### src/rtl/inference_sequencer.sv
// Run controller: walks image_num through the test-image ROM, starts the network,
// takes a sequential signed argmax of its scores and hands the label out over valid/ready.
// Define INFERENCE_ACCURACY_EN to add expected_label / correct_count accuracy counting.
module inference_sequencer #(
  parameter int unsigned NUM_IMAGES  = 10000,
  parameter int unsigned NUM_CLASSES = 10,
  parameter int unsigned SCORE_WIDTH = 16,
  parameter int unsigned ROM_LATENCY = 1,
  parameter int unsigned CONTINUOUS  = 0
) (
  input  logic                                 clock,
  input  logic                                 reset,
  input  logic                                 enable,
  input  logic                                 abort,
  output logic [$clog2(NUM_IMAGES)-1:0]        image_num,
  output logic                                 inputs_ready,
  input  logic                                 outputs_ready,
  input  logic [NUM_CLASSES*SCORE_WIDTH-1:0]   scores,
  output logic [$clog2(NUM_CLASSES)-1:0]       label,
  output logic                                 label_valid,
  input  logic                                 label_ready,
`ifdef INFERENCE_ACCURACY_EN
  input  logic [$clog2(NUM_CLASSES)-1:0]       expected_label,
  output logic [$clog2(NUM_IMAGES+1)-1:0]      correct_count,
`endif
  output logic                                 busy,
  output logic                                 done
);

  localparam int unsigned IMG_W     = $clog2(NUM_IMAGES);
  localparam int unsigned LBL_W     = $clog2(NUM_CLASSES);
  localparam int unsigned FETCH_CYC = (ROM_LATENCY == 0) ? 1 : ROM_LATENCY;

  localparam logic [IMG_W-1:0] LAST_IMG   = IMG_W'(NUM_IMAGES - 1);
  localparam logic [LBL_W-1:0] LAST_K     = LBL_W'(NUM_CLASSES - 1);
  localparam logic [2:0]       FETCH_LAST = 3'(FETCH_CYC - 1);

  typedef enum logic [2:0] {IDLE, FETCH, RUN, ARGMAX, OUTPUT} state_e;

  state_e                               state_q, state_d;
  logic [IMG_W-1:0]                     image_num_q, image_num_d;
  logic [2:0]                           fetch_cnt_q, fetch_cnt_d;
  // Class 0 seeds best directly at capture, so only classes 1..N-1 are stored.
  logic [(NUM_CLASSES-1)*SCORE_WIDTH-1:0] scores_q, scores_d;
  logic signed [SCORE_WIDTH-1:0]        best_q, best_d;
  logic [LBL_W-1:0]                     idx_q, idx_d;
  logic [LBL_W-1:0]                     k_q, k_d;
  logic [LBL_W-1:0]                     label_q, label_d;
  logic                                 inputs_ready_q, inputs_ready_d;
  logic                                 label_valid_q, label_valid_d;
  logic                                 busy_q, busy_d;
  logic                                 done_q, done_d;

  logic [LBL_W-1:0]                     km1;
  logic signed [SCORE_WIDTH-1:0]        cand;
  logic                                 cand_gt;
  logic                                 last_img;

  always_comb begin
    state_d        = state_q;
    image_num_d    = image_num_q;
    fetch_cnt_d    = fetch_cnt_q;
    scores_d       = scores_q;
    best_d         = best_q;
    idx_d          = idx_q;
    k_d            = k_q;
    label_d        = label_q;
    inputs_ready_d = 1'b0;
    label_valid_d  = label_valid_q;
    done_d         = done_q;

    km1      = k_q - LBL_W'(1);
    cand     = scores_q[int'(km1)*SCORE_WIDTH +: SCORE_WIDTH];
    cand_gt  = cand > best_q;
    last_img = (image_num_q == LAST_IMG);

    case (state_q)
      IDLE: begin
        if (enable) begin
          state_d     = FETCH;
          image_num_d = '0;
          fetch_cnt_d = '0;
          done_d      = 1'b0;
        end
      end
      FETCH: begin
        if (fetch_cnt_q == FETCH_LAST) begin
          state_d        = RUN;
          inputs_ready_d = 1'b1;
        end else begin
          fetch_cnt_d = fetch_cnt_q + 3'd1;
        end
      end
      RUN: begin
        if (outputs_ready) begin
          scores_d = scores[NUM_CLASSES*SCORE_WIDTH-1:SCORE_WIDTH];
          best_d   = scores[SCORE_WIDTH-1:0];
          idx_d    = '0;
          k_d      = LBL_W'(1);
          state_d  = ARGMAX;
        end
      end
      ARGMAX: begin
        if (cand_gt) begin
          best_d = cand;
          idx_d  = k_q;
        end
        if (k_q == LAST_K) begin
          label_d       = cand_gt ? k_q : idx_q;
          label_valid_d = 1'b1;
          state_d       = OUTPUT;
        end else begin
          k_d = k_q + LBL_W'(1);
        end
      end
      OUTPUT: begin
        if (label_ready) begin
          label_valid_d = 1'b0;
          fetch_cnt_d   = '0;
          if (!last_img) begin
            image_num_d = image_num_q + IMG_W'(1);
            state_d     = FETCH;
          end else if (CONTINUOUS == 0) begin
            state_d = IDLE;
            done_d  = 1'b1;
          end else if (enable) begin
            image_num_d = '0;
            state_d     = FETCH;
          end else begin
            state_d = IDLE;
          end
        end
      end
      default: state_d = IDLE;
    endcase

    if (abort) begin
      state_d        = IDLE;
      label_valid_d  = 1'b0;
      done_d         = 1'b0;
      inputs_ready_d = 1'b0;
    end

    busy_d = (state_d != IDLE);
  end

  always_ff @(posedge clock or negedge reset) begin
    if (!reset) begin
      state_q        <= IDLE;
      image_num_q    <= '0;
      fetch_cnt_q    <= '0;
      scores_q       <= '0;
      best_q         <= '0;
      idx_q          <= '0;
      k_q            <= '0;
      label_q        <= '0;
      inputs_ready_q <= 1'b0;
      label_valid_q  <= 1'b0;
      busy_q         <= 1'b0;
      done_q         <= 1'b0;
    end else begin
      state_q        <= state_d;
      image_num_q    <= image_num_d;
      fetch_cnt_q    <= fetch_cnt_d;
      scores_q       <= scores_d;
      best_q         <= best_d;
      idx_q          <= idx_d;
      k_q            <= k_d;
      label_q        <= label_d;
      inputs_ready_q <= inputs_ready_d;
      label_valid_q  <= label_valid_d;
      busy_q         <= busy_d;
      done_q         <= done_d;
    end
  end

`ifdef INFERENCE_ACCURACY_EN
  localparam int unsigned CNT_W = $clog2(NUM_IMAGES + 1);
  localparam logic [CNT_W-1:0] MAX_CNT = CNT_W'(NUM_IMAGES);

  logic [CNT_W-1:0] correct_count_q, correct_count_d;

  // state_d already folds in abort, so an aborted handshake never counts.
  always_comb begin
    correct_count_d = correct_count_q;
    if (state_q == IDLE && state_d == FETCH) begin
      correct_count_d = '0;
    end else if (state_q == OUTPUT && state_d == FETCH && last_img) begin
      correct_count_d = '0;
    end else if (state_q == OUTPUT && label_ready && !abort &&
                 label_q == expected_label && correct_count_q != MAX_CNT) begin
      correct_count_d = correct_count_q + CNT_W'(1);
    end
  end

  always_ff @(posedge clock or negedge reset) begin
    if (!reset) correct_count_q <= '0;
    else        correct_count_q <= correct_count_d;
  end

  assign correct_count = correct_count_q;
`endif

  assign image_num    = image_num_q;
  assign inputs_ready = inputs_ready_q;
  assign label        = label_q;
  assign label_valid  = label_valid_q;
  assign busy         = busy_q;
  assign done         = done_q;

endmodule

### config.mk
export PLATFORM = sky130hd
export DESIGN_NAME = inference_sequencer
export DESIGN_NICKNAME = d
export VERILOG_FILES = /design/src/rtl/inference_sequencer.sv
export SDC_FILE = /design/constraint.sdc
export NUM_CORES = 1
export LEC_CHECK = 0
export CORE_MARGIN = 2
export CORE_UTILIZATION = 52
export CTS_CLUSTER_SIZE = 40
export DETAILED_ROUTE_END_ITERATION = 6
export GPL_TIMING_DRIVEN = 1
export PLACE_DENSITY = 0.8
export SETUP_SLACK_MARGIN = 0.3
export SLEW_MARGIN = 20
export SYNTH_ARGS = -nofsm -noshare
export SYNTH_HDL_FRONTEND = slang
export SYNTH_SLANG_ARGS = --single-unit
### constraint.sdc
create_clock -name clock -period 5.7 [get_ports clock]
set_clock_uncertainty 0.05 [all_clocks]
set_input_delay 1.14 -clock clock [delete_from_list [all_inputs] [get_ports clock]]
set_output_delay 1.14 -clock clock [all_outputs]
set_load 0.1 [all_outputs]
==> flow_metrics.py <==
metrics = {
    "status": {
        "status": "completed",
    },
    "floorplanning": {
        "dieArea_um2": 19500,
        "die_w_um": 140,
        "ios": 188,
        "start_util_pct": 53.1,
        "fp-row-count": 49,
        "fp.dieH_um": 140,
        "core-area_um2": 18000,
    },
    "final_layout": {
        "final_area_um2": 12200,
        "drive_gt1_share_pct": 28.8,
        "final_util_pct": 67.8,
        "final_common_cell": "dfrtp_1",
        "final_cell_mix": "dfrtp_1 (195), clkdlybuf4s50_1 (186), mux2_2 (165), inv_1 (32), mux4_2 (32)",
        "final_cells": 1128,
        "multiInputGateArea_um2": 4360,
        "seqCellArea_um2": 4910,
        "area_growth_pct": 27.7,
        "nNetsFinal": 1074,
        "num_antenna_cells": 0,
        "fill_cells": 1305,
    },
    "synthesis": {
        "synth_edf_count": 0,
        "syn_area_per_cell_um2": 13.5,
        "synthArstFlopShare_pct": 100,
        "yosysWarnings": 0,
        "synth_nets": 899,
        "synthAdderAreaFrac_pct": 2.88,
        "synth_top_family_by_area": "multiplexers",
        "syn-cell-area_um2": 9570,
        "synth_compound_area_share_pct": 3.80,
        "synthXorXnorAreaFrac_pct": 1.48,
        "ys_types": 54,
        "synth-simple-area-share_pct": 6.58,
        "ys.flop_type": "dfrtp_1",
        "syn_inst": 711,
        "synthMuxAreaShare_pct": 30.6,
        "ys_seq_elements": 196,
        "seq_area_frac_synth_pct": 51.2,
    },
    "placed_design": {
        "pre_cts_ws_ps": 944,
        "place_inst": 1096,
        "post-dp-hpwl_um": 16500,
        "dpl_cell_area_um2": 11600,
        "numPortBuffers": 187,
        "gp_congestion": 0.858,
    },
    "setup_path": {
        "cp-endpoint": "best_q[0]",
        "r2r_start": "k_q[1]",
        "cp_data_required_time_ps": 5970,
        "rr_endpoint": "best_q[0]",
        "cp.arrival_ps": 5130,
        "r2r_slack_ps": 850,
        "cp-end-kind": "register",
        "ff2ff_path_depth": 13,
        "crit_fanout": 16,
        "critical_path.startpoint": "k_q[1]",
        "path_class": "register to register",
        "worstSetupStartpointType": "register",
    },
    "detailed_routing": {
        "drtAntennaViolNets": 0,
        "drt_iter0_markers": 401,
        "dr.pass1.iters": 5,
        "via_count": 6403,
        "drc": 0,
        "wire_per_inst_um": 20.0,
        "wl_um": 22600,
        "post_drt_via_cell_ratio": 5.68,
    },
    "global_route": {
        "grt_max_degree": 112,
        "grt_pass1_wl_um": 35900,
        "grt_pass1_vias": 6766,
        "grtUsageTotal_pct": 24.2,
        "grt_antenna_before_repair": 0,
        "grt-ovfl-total": 0,
    },
    "sta": {
        "tightestPinTransition_ps": 1120,
        "fin_ws_ps": 846,
        "setup_viol": 0,
        "finalCritPeriodShare_pct": 85.2,
        "slew_headroom_pct": 25.1,
        "rsz0062_at_grt": "false",
        "maxSlewViolCount": 0,
        "hold_violations": 0,
        "min_period_ps": 4850,
        "fin_hold_ws_ps": 448,
        "fmax_ghz": 0.206,
        "finalSetupTns_ps": 0,
    },
    "cts": {
        "h-tree-depth": 4,
        "cts-root-buf": "clkbuf_16",
        "ctsHoldBuffers": 0,
        "cts_sinks": 196,
        "clock_path_buffers": 2,
        "post_cts_resized": 0,
        "clk_pin_slew_worst_paths_ps": 80,
        "insertion_delay_ps": 450,
        "cts_tree": "built",
        "cts_made_buffers": 17,
        "post_cts_buffers": 0,
    },
    "power_and_ir_drop": {
        "p_per_area_nw_per_um2": 549,
        "seqPwrFrac_pct": 35.8,
        "ir_drop_uv": 373,
        "internal-power_mw": 4.18,
        "power_frac_comb_pct": 45.9,
        "switching_share_pct": 37.6,
        "switchingPower_mw": 2.52,
        "power_mw": 6.70,
        "pwr-share-clk_pct": 18.3,
        "cellLeakagePower_nw": 5.11,
    },
    "run": {
        "drv_cap": 0,
    },
    "hold_path": {
        "hold_path_class": "register to register",
    },
}
[metal layers]
metal  up-vias  routed length [µm]  track usage, %
li1       2939                   -               -
met1      3225                9420            31.4
met2       196               11400            39.7
met3        43                1030            4.78
met4         0                 787            11.2
met5         -                   0               0
[registers in the layout, summed over array words and instances (netlist names)]
name          flops
label_valid       1
idx_q             4
busy              1
label             4
k_q               4
scores_q        144
state_q           3
done              1
image_num        14
inputs_ready      1
fetch_cnt_q       3
best_q           16
[synthesized netlist by cell type (2+ instances only)]
master,n,area [µm²]
buf_1,3,11.3
o21ai_1,6,30.0
nand3_1,22,110
buf_6,3,33.8
clkbuf_1,20,75.1
a21oi_1,13,65.1
dfrtp_1,196,4900
nor3b_1,2,15.0
a311oi_1,2,17.5
nand3b_1,2,15.0
and3_1,2,12.5
o21ai_0,19,95.1
or3_1,3,18.8
mux2_4,10,150
mux4_2,32,721
and2_1,3,18.8
nand4_1,6,37.5
mux2i_1,19,190
nor2b_1,5,31.3
nor3_1,10,50.1
a41oi_1,3,26.3
nor2_1,30,113
buf_2,10,50.1
mux2_2,165,1860
and4_1,2,17.5
a31oi_1,3,18.8
ha_1,22,275
nor4_1,8,50.1
buf_4,2,15.0
nand2_1,18,67.6
nand2b_1,4,25.0
o221ai_1,2,17.5
xnor2_1,12,105
inv_1,32,120
[worst max-delay path, stage by stage (launching register included)]
cell and delay [ps]:
dfrtp_1 420, inv_1 130, ha_2 500, buf_4 300, mux4_2 340, mux2i_1 230
o21ai_0 180, ha_1 360, a41oi_1 220, o21ai_0 170, a22oi_1 440, and4_1 300
a211o_1 660, mux2_2 420
[power by group through the flow]
stage	Clock, mW	Combinational (mW)	Sequential [mW]
6_report	1.23	3.08	2.40
5_1_grt	1.31	3.37	2.47
4_1_cts	1.25	3.08	2.39
3_5_place_dp	0	3.05	2.40
3_3_place_gp	0	2.94	2.38
2_1_floorplan	0	2.27	2.32
[worst min-delay path by stage]
stage / start / end / slack, ps / depth (start not counted)
3_5_place_dp: fetch_cnt_q[2] / fetch_cnt_q[2] / 440 / 1
5_1_grt: fetch_cnt_q[2] / fetch_cnt_q[2] / 460 / 1
4_1_cts: fetch_cnt_q[2] / fetch_cnt_q[2] / 450 / 1
6_report: fetch_cnt_q[2] / fetch_cnt_q[2] / 450 / 1
2_1_floorplan: fetch_cnt_q[2] / fetch_cnt_q[2] / 400 / 1
3_3_place_gp: fetch_cnt_q[2] / fetch_cnt_q[2] / 430 / 1
[cell type report]
class,instances,area share [%]
Inverter,32,0.983
Sequential cell,196,40.2
Tap cell,229,2.35
Clock inverter,15,1.47
Clock buffer,17,3.48
Multi-Input combinational cell,444,35.7
Timing Repair Buffer,195,15.8
[kinds of logic (layout without fill, tap and decap cells)]
logic type | count (synthesis) | after routing
buffers and inverters | 71 | 259
adders and majority gates | 22 | 22
AOI/OAI and AO/OA | 59 | 59
and+or+nand+nor | 122 | 122
DFF | 196 | 196
muxes | 227 | 227
xor gates and xnor gates | 14 | 14
No activity file was read; power rests on OpenSTA's default activity.
